`src/rtl/regfile_mp_pkg.sv`:
```
// regfile_mp_pkg: shared constants for the multi-ported register file.
//   DEF_DATA_W : default register width
//   DEF_ADDR_W : default register address width
//   ZERO_REG   : address of the hard-wired zero register
package regfile_mp_pkg;
  localparam int DEF_DATA_W = 32;
  localparam int DEF_ADDR_W = 5;
  localparam int ZERO_REG   = 0;
endpackage

```
`src/rtl/regfile_mp_wrsel.sv`:
```
// regfile_mp_wrsel: combinational winner selection across write ports for one
// target address. Used per register on the write path and per read port on
// the bypass path.
//   addr     in  : address being resolved
//   wr_en    in  : per-port write strobes
//   wr_addr  in  : packed write addresses
//   wr_data  in  : packed write data
//   hit      out : at least one enabled port writes addr (never for addr 0)
//   data     out : data of the highest-index port writing addr
//   conflict out: two or more enabled ports write addr (never for addr 0)
module regfile_mp_wrsel
  import regfile_mp_pkg::*;
#(
  parameter int DATA_W   = DEF_DATA_W,
  parameter int ADDR_W   = DEF_ADDR_W,
  parameter int WR_PORTS = 2
) (
  input  logic [ADDR_W-1:0]          addr,
  input  logic [WR_PORTS-1:0]        wr_en,
  input  logic [WR_PORTS*ADDR_W-1:0] wr_addr,
  input  logic [WR_PORTS*DATA_W-1:0] wr_data,
  output logic                       hit,
  output logic [DATA_W-1:0]          data,
  output logic                       conflict
);

  // Ascending scan: a later (higher-index) match overwrites data, so the
  // highest-index port wins. A match seen after an earlier one is a conflict.
  always_comb begin
    hit      = 1'b0;
    data     = '0;
    conflict = 1'b0;
    for (int p = 0; p < WR_PORTS; p++) begin
      if (wr_en[p] && (wr_addr[p*ADDR_W +: ADDR_W] == addr) &&
          (addr != ADDR_W'(ZERO_REG))) begin
        conflict = conflict | hit;
        hit      = 1'b1;
        data     = wr_data[p*DATA_W +: DATA_W];
      end
    end
  end

endmodule

```
`src/rtl/regfile_mp.sv`:
```
// regfile_mp: multi-ported register file with busy scoreboard.
//   clk, rst (async, active-high), en (global enable, low freezes all state)
//   wr_en/wr_addr/wr_data : WR_PORTS packed write ports
//   rd_addr               : RD_PORTS packed read addresses
//   rd_data/rd_busy       : registered read data and busy flag per read port
//   busy_set/busy_addr    : mark a register as having an in-flight producer
//   wr_conflict           : registered, two or more ports wrote one non-zero address
// Optional build macro: REGFILE_MP_BYPASS_EN enables same-cycle write-to-read
// forwarding; without it reads return the pre-write contents.
// There is no handshake: every port is a plain per-cycle strobe qualified by en.
module regfile_mp
  import regfile_mp_pkg::*;
#(
  parameter int DATA_W   = DEF_DATA_W,
  parameter int ADDR_W   = DEF_ADDR_W,
  parameter int RD_PORTS = 2,
  parameter int WR_PORTS = 2
) (
  input  logic                       clk,
  input  logic                       rst,
  input  logic                       en,
  input  logic [WR_PORTS-1:0]        wr_en,
  input  logic [WR_PORTS*ADDR_W-1:0] wr_addr,
  input  logic [WR_PORTS*DATA_W-1:0] wr_data,
  input  logic [RD_PORTS*ADDR_W-1:0] rd_addr,
  output logic [RD_PORTS*DATA_W-1:0] rd_data,
  output logic [RD_PORTS-1:0]        rd_busy,
  input  logic                       busy_set,
  input  logic [ADDR_W-1:0]          busy_addr,
  output logic                       wr_conflict
);

  localparam int SIZE = 2 ** ADDR_W;

  logic [DATA_W-1:0]          regs [SIZE];
  logic [SIZE-1:0]            busy;
  logic [SIZE-1:0]            busy_next;

  logic [SIZE-1:0]            w_hit;
  logic [SIZE-1:0]            w_conf;
  logic [DATA_W-1:0]          w_data [SIZE];

  logic [RD_PORTS*DATA_W-1:0] rd_data_next;
  logic [RD_PORTS-1:0]        rd_busy_next;

  // Per-register winner. Address 0 never reports a hit, so regs[0] stays 0.
  for (genvar a = 0; a < SIZE; a++) begin : g_wsel
    regfile_mp_wrsel #(
      .DATA_W(DATA_W), .ADDR_W(ADDR_W), .WR_PORTS(WR_PORTS)
    ) u_wsel (
      .addr    (ADDR_W'(a)),
      .wr_en   (wr_en),
      .wr_addr (wr_addr),
      .wr_data (wr_data),
      .hit     (w_hit[a]),
      .data    (w_data[a]),
      .conflict(w_conf[a])
    );
  end

  // A write retires the producer; a new busy_set in the same cycle wins
  // because it represents a freshly issued producer.
  always_comb begin
    busy_next = busy;
    for (int a = 0; a < SIZE; a++) begin
      if (w_hit[a]) busy_next[a] = 1'b0;
      if (busy_set && (a != ZERO_REG) && (busy_addr == ADDR_W'(a)))
        busy_next[a] = 1'b1;
    end
  end

  for (genvar r = 0; r < RD_PORTS; r++) begin : g_rd
    logic [ADDR_W-1:0] ra;
    logic [DATA_W-1:0] stored;
    assign ra     = rd_addr[r*ADDR_W +: ADDR_W];
    assign stored = regs[ra];
    // busy_next of address 0 is always 0, so no special case is needed.
    assign rd_busy_next[r] = busy_next[ra];
`ifdef REGFILE_MP_BYPASS_EN
    logic              byp_hit;
    logic [DATA_W-1:0] byp_data;
    logic              unused_byp_conf;
    regfile_mp_wrsel #(
      .DATA_W(DATA_W), .ADDR_W(ADDR_W), .WR_PORTS(WR_PORTS)
    ) u_byp (
      .addr    (ra),
      .wr_en   (wr_en),
      .wr_addr (wr_addr),
      .wr_data (wr_data),
      .hit     (byp_hit),
      .data    (byp_data),
      .conflict(unused_byp_conf)
    );
    assign rd_data_next[r*DATA_W +: DATA_W] =
      (ra == ADDR_W'(ZERO_REG)) ? '0 : (byp_hit ? byp_data : stored);
`else
    assign rd_data_next[r*DATA_W +: DATA_W] =
      (ra == ADDR_W'(ZERO_REG)) ? '0 : stored;
`endif
  end

  always_ff @(posedge clk or posedge rst) begin
    if (rst) begin
      for (int a = 0; a < SIZE; a++) regs[a] <= '0;
      busy        <= '0;
      rd_data     <= '0;
      rd_busy     <= '0;
      wr_conflict <= 1'b0;
    end else if (en) begin
      for (int a = 0; a < SIZE; a++) begin
        if (w_hit[a]) regs[a] <= w_data[a];
      end
      busy        <= busy_next;
      rd_data     <= rd_data_next;
      rd_busy     <= rd_busy_next;
      wr_conflict <= |w_conf;
    end
  end

endmodule
```
`config.mk`:
```
export PLATFORM = sky130hd
export DESIGN_NAME = regfile_mp
export DESIGN_NICKNAME = d
export VERILOG_FILES = /design/src/rtl/regfile_mp_pkg.sv /design/src/rtl/regfile_mp_wrsel.sv /design/src/rtl/regfile_mp.sv
export SDC_FILE = /design/constraint.sdc
export NUM_CORES = 2
export LEC_CHECK = 0
export CAP_MARGIN = 10
export CORE_UTILIZATION = 41
export DETAILED_ROUTE_END_ITERATION = 8
export SETUP_SLACK_MARGIN = 0.3
export SLEW_MARGIN = 10
export SYNTH_ARGS = -nofsm -noshare
export SYNTH_HDL_FRONTEND = slang
export SYNTH_SLANG_ARGS = --single-unit
```
`constraint.sdc`:
```
create_clock -name clk -period 36.6 [get_ports clk]
set_input_delay 5.49 -clock clk [delete_from_list [all_inputs] [get_ports clk]]
set_output_delay 5.49 -clock clk [all_outputs]
set_load 0.05 [all_outputs]
```
# Word level (Yosys, flattened, before mapping)
# Index checks and enable logic that the tools add are counted.
dict set report classes {
  n_lt_le_gt_ge 4
  eq_ne 93
  n_mux 229
  bitwise_logic 2
  reduce_logical 127
}
# op n
set op_table {}
lappend op_table {{$mux W32} 68}
lappend op_table {{$bmux W32 S5} 2}
lappend op_table {{$eq A5 B5 Y1 const B} 48}
lappend op_table {{$mux W1} 157}
lappend op_table {{$eq A5 B4 Y1 const B} 24}
lappend op_table {{$logic_and A1 B1 Y1} 93}
lappend op_table {{$reduce_and A2 Y1} 31}
lappend op_table {{$eq A5 B3 Y1 const B} 12}
lappend op_table {{$reduce_or A31 Y1} 1}
lappend op_table {{$eq A5 B2 Y1 const B} 6}
lappend op_table {{$eq A5 B1 Y1 const B} 3}
lappend op_table {{$ge A6 B6 Y1 const B} 2}
lappend op_table {{$lt A5 B6 Y1 const B} 2}
lappend op_table {{$not A5 Y6} 2}
lappend op_table {{$bmux W1 S5} 2}
lappend op_table {{$logic_not A5 Y1} 2}
dict set report word_totals {
  register_bits 1090
  in_bits 95
  output_inout_bits 67
  elab_cells 490
}

# Depth between registers and ports, before layout
dict set report depth {
  word_depth 8
  ltp_mapped 11
}

# Modules after synthesis
# From an unflattened synthesis, not the netlist that was laid out.
dict set report unflattened {
  cells_unflattened 7039
  hier_area_um2 90209.0
}
# module n_inst cells_each area_each_um2 seq_area_each_um2
set by_module_without_submodules {}
lappend by_module_without_submodules {regfile_mp 1 3967 58698.8 28102.0}
lappend by_module_without_submodules {regfile_mp_wrsel 32 96 984.7 0.0}

# Worst setup path after synthesis
# No wires, ideal clock.
dict set report synth_timing {
  path_kind {input-to-reg}
  startpoint {in rd_addr[1]}
  endpoint {reg rd_data[15]}
  setup_time_ns 0.132
  arrival_ns 7.284
  required_time_ns 36.468
  slack_ns 29.184
  stages 8
  path_buffers 4
  path_cell_list {buf_2 > buf_4 > clkbuf_1 > buf_2 > mux4_2 > mux4_2 > o2111ai_1 > o21ai_1}
}
dict set report synth_between {
  elab_chain_len 5
  word_cells_on_any_way 6
  cone_classes {mux (4); bitwise (1); reduce/logical (1)}
}
# item line_no
set synth_rtl {}
lappend synth_rtl {{from (decl)} regfile_mp.sv:25} ;# input logic [RD_PORTS*ADDR_W-1:0] rd_addr,
lappend synth_rtl {{$not A5 Y6 (not written as such)} regfile_mp.sv:76} ;# assign stored = regs[ra];
lappend synth_rtl {{$bmux W32 S5} regfile_mp.sv:76}
lappend synth_rtl {{$mux W32 (not written as such) (2 in series)} regfile_mp.sv:76}
lappend synth_rtl {{$mux W32 *} regfile_mp.sv:98} ;# (ra == ADDR_W'(ZERO_REG)) ? '0 : stored;
lappend synth_rtl {{to (signal assigned)} regfile_mp.sv:114} ;# rd_data <= rd_data_next;
lappend synth_rtl {{to (decl)} regfile_mp.sv:26} ;# output logic [RD_PORTS*DATA_W-1:0] rd_data,
# Mark *: on every way between the ends. The rest lies on a longest branch, timed or not. The select of a mux whose other input is x is not followed.
# A chain may end at the register's enable or synchronous reset.

# Worst setup path after layout
dict set report layout_timing {
  startpoint {in rd_addr[1]}
  endpoint {reg rd_data[25]}
}
# The elaborated chain is that of the path after synthesis.

==> out/qor.txt <==
Status = finished, final reports clean
Worst Path Required = 37.20 ns
F_max = 110.9 MHz
Sw frac = 30.87%
Pin count of the biggest net entering global routing = 161
Placement Setup Slack = 26.89 ns
Final Max Tran Viols = 0
Lkg Pwr = 32.90 nW
Least-Margin Pin Slew = 1.370 ns
Setup TNS = 0 ns
Full die area = 164800 sq um
Async SR Flop Fraction = 100.0%
Final Util = 46.01%
Via count = 53.70k
Worst-path maximum fanout = 51
Core Box Area = 161300 sq um
Drt initial violations = 6783
Starting density of the core = 41.49%
Syn-to-layout area delta = 10.92%
Synth Cell Area = 66920 sq um
Max_cap viols = 0
RSZ-0062 raised after global routing = no
DP HPWL = 147300 um
Cell Pwr Density = 51.90 nW/um^2
EDFF count, synth = 0
Sequential fraction of the synthesis area = 40.76%
Ratio of cells with drive above 1 in the final layout = 17.77%
Most common cell after layout, fill and taps aside = dfrtp_1
TritonRoute pass-1 iters = 6
Comb power frac = 22.3%
Mapped Avg Cell Area = 10.76 sq um
Tmin final = 9.013 ns
Layout Cells excl Fill = 8193
Clk buf depth = 3
IO buf count = 161
CTS Root Cell = clkbuf_16
Clk Latency, worst-skew pair = 0.76 ns
Placed Instances = 7950
Die X-Extent = 406 um
First-pass GRT wire length = 389800 um
Gate Count Post-Synth = 6220
Nets = 6011
Final ANT Viol Nets = 0
Final WS setup = 27.59 ns
Worst Clk Skew = 0.02293 ns
Synth Register Bits = 1090
Ports = 162
Net Count, Synth = 6315
Fin. Hold Viols = 0
Final Wtd Congestion = 0.8936
Register share of total power = 43.3%
Final setup vio count = 0
Maximum vdd drop = 0.00003920 V
Clock share of power = 34.3%
Clock sinks = 1090
Top FF cell, synth = dfrtp_1
Post-CTS sizing = 0
Core Rows = 147
Vias in the first global route = 52.36k
Initial antenna violation count = 29
Grt ovf = 0
Startpoint Class = primary input
Area post-placement = 69910 sq um
Die Ht = 406 um
Worst-path clk slew = 0.06 ns
Finished Cell Area = 74220 sq um
Netlist cell types = 71
Fill cells = 14.81k
CTS tree = done
Drt via density = 6.554
Hold WC Path Type = reg2reg
Switch Pwr = 1.189 mW
Fin crit share = 24.63%
Internal power = 2.663 mW
Ys Warns = 0
Crit path arrival time = 9.61 ns
Post-Route WL = 272800 um
Total GRT Usage = 32.98%
Most frequent cells in the layout = dfrtp_1, nand2_1, mux2i_1, o21ai_0, mux4_2
CTS H-tree depth = 3
Max_slew headroom = 8.435%
Cts bufs inserted = 119
Crit. End Element = flop
Tot Pwr = 3.852 mW
Crit Path Class = in2reg
Hold slack = 0.4934 ns
DRC = 0
Drt wl/cell = 33.29 um
Postcts setup bufs = 0
Hold Buf Count CTS = 0
==> synth_stat cells (all sizes together) (5+ instances only) <==
| cell | count | share of area, % |
|---|---|---|
| o221ai | 12 | 0.16 |
| nand4bb | 5 | 0.084 |
| nor2 | 149 | 0.84 |
| nand2b | 12 | 0.11 |
| or2 | 13 | 0.12 |
| a22oi | 13 | 0.15 |
| a221oi | 11 | 0.14 |
| o2111ai | 23 | 0.30 |
| mux2 | 65 | 1.1 |
| buf | 224 | 1.6 |
| o22ai | 18 | 0.17 |
| inv | 82 | 0.46 |
| nor3 | 8 | 0.060 |
| dfrtp | 1090 | 41 |
| o211ai | 16 | 0.18 |
| nand4 | 7 | 0.075 |
| nand2 | 1107 | 6.2 |
| and2 | 5 | 0.047 |
| o32ai | 55 | 0.72 |
| mux2i | 1007 | 15 |
| mux4 | 556 | 19 |
| nand3 | 16 | 0.12 |
| a32o | 13 | 0.19 |
| nor2b | 13 | 0.12 |
| o31ai | 7 | 0.079 |
| clkbuf | 507 | 2.8 |
| nand4b | 9 | 0.13 |
| a21oi | 8 | 0.060 |
| a22o | 62 | 0.81 |
| o21ai | 1057 | 7.9 |
==> kinds of logic after synthesis <==
family,after synthesis,synth area share (%)
AOI/OAI and AO/OA,1320,11.19
buffers and inverters,813,4.927
DFF,1090,40.76
muxes,1628,34.87
and+or+nand+nor,1369,8.257
==> cell type report <==
cell class	count	area (sq um)	area share [%]
Multi-Input combinational cell	4317	36890	49.70
Antenna cell	16	40.04	0.05394
Inverter	82	315.3	0.4248
Tap cell	2160	2703	3.641
Sequential cell	1090	27280	36.75
Clock buffer	181	3635	4.897
Timing Repair Buffer	306	2775	3.739
Clock inverter	41	586.8	0.7906
==> power by group through the flow <==
stage,clock network (mW),logic [mW],registers [mW]
CTS,1.33,0.853,1.66
detailed placement,0,0.852,1.68
floorplan,0,0.603,1.65
finish,1.32,0.861,1.67
global route,1.37,0.933,1.70
global placement,0,0.832,1.66
==> final timing paths <==
| kind | from | endpoint | slack (ns) | depth (start not counted) |
|---|---|---|---|---|
| setup / recovery | rd_addr[1] | rd_data[25] | 27.59 | 8 |
| hold / removal | busy[13] | busy[13] | 0.49 | 1 |
| setup reg to reg | regs[21] | rd_data[53] | 34.66 | 4 |
| hold reg to reg | busy[13] | busy[13] | 0.49 | 1 |
| max in group asynchronous | rst | regs[647] | 28.17 | 5 |
| min in group asynchronous | rst | busy[28] | 5.29 | 2 |
==> registers in the layout, summed over array words and instances (netlist names) <==
signal,flops
wr_conflict,1
busy,31
regs,992
rd_busy,2
rd_data,64
==> critical path, stage by stage <==
cell and delay (ns):
buf_8 0.39, buf_4 0.65, buf_4 0.79, buf_4 0.73, mux4_2 0.59, mux4_2 0.49
o2111ai_1 0.20, o21ai_1 0.09
==> per-layer routing <==
metal	routed length, um	GRT usage [%]	vias up
met3	31020	9.946	825
met5	146	0	-
li1	-	-	22100
met4	16940	18.34	22
met1	103500	42.30	27440
met2	121200	49.77	3311
No activity file was read; power rests on OpenSTA's default activity.
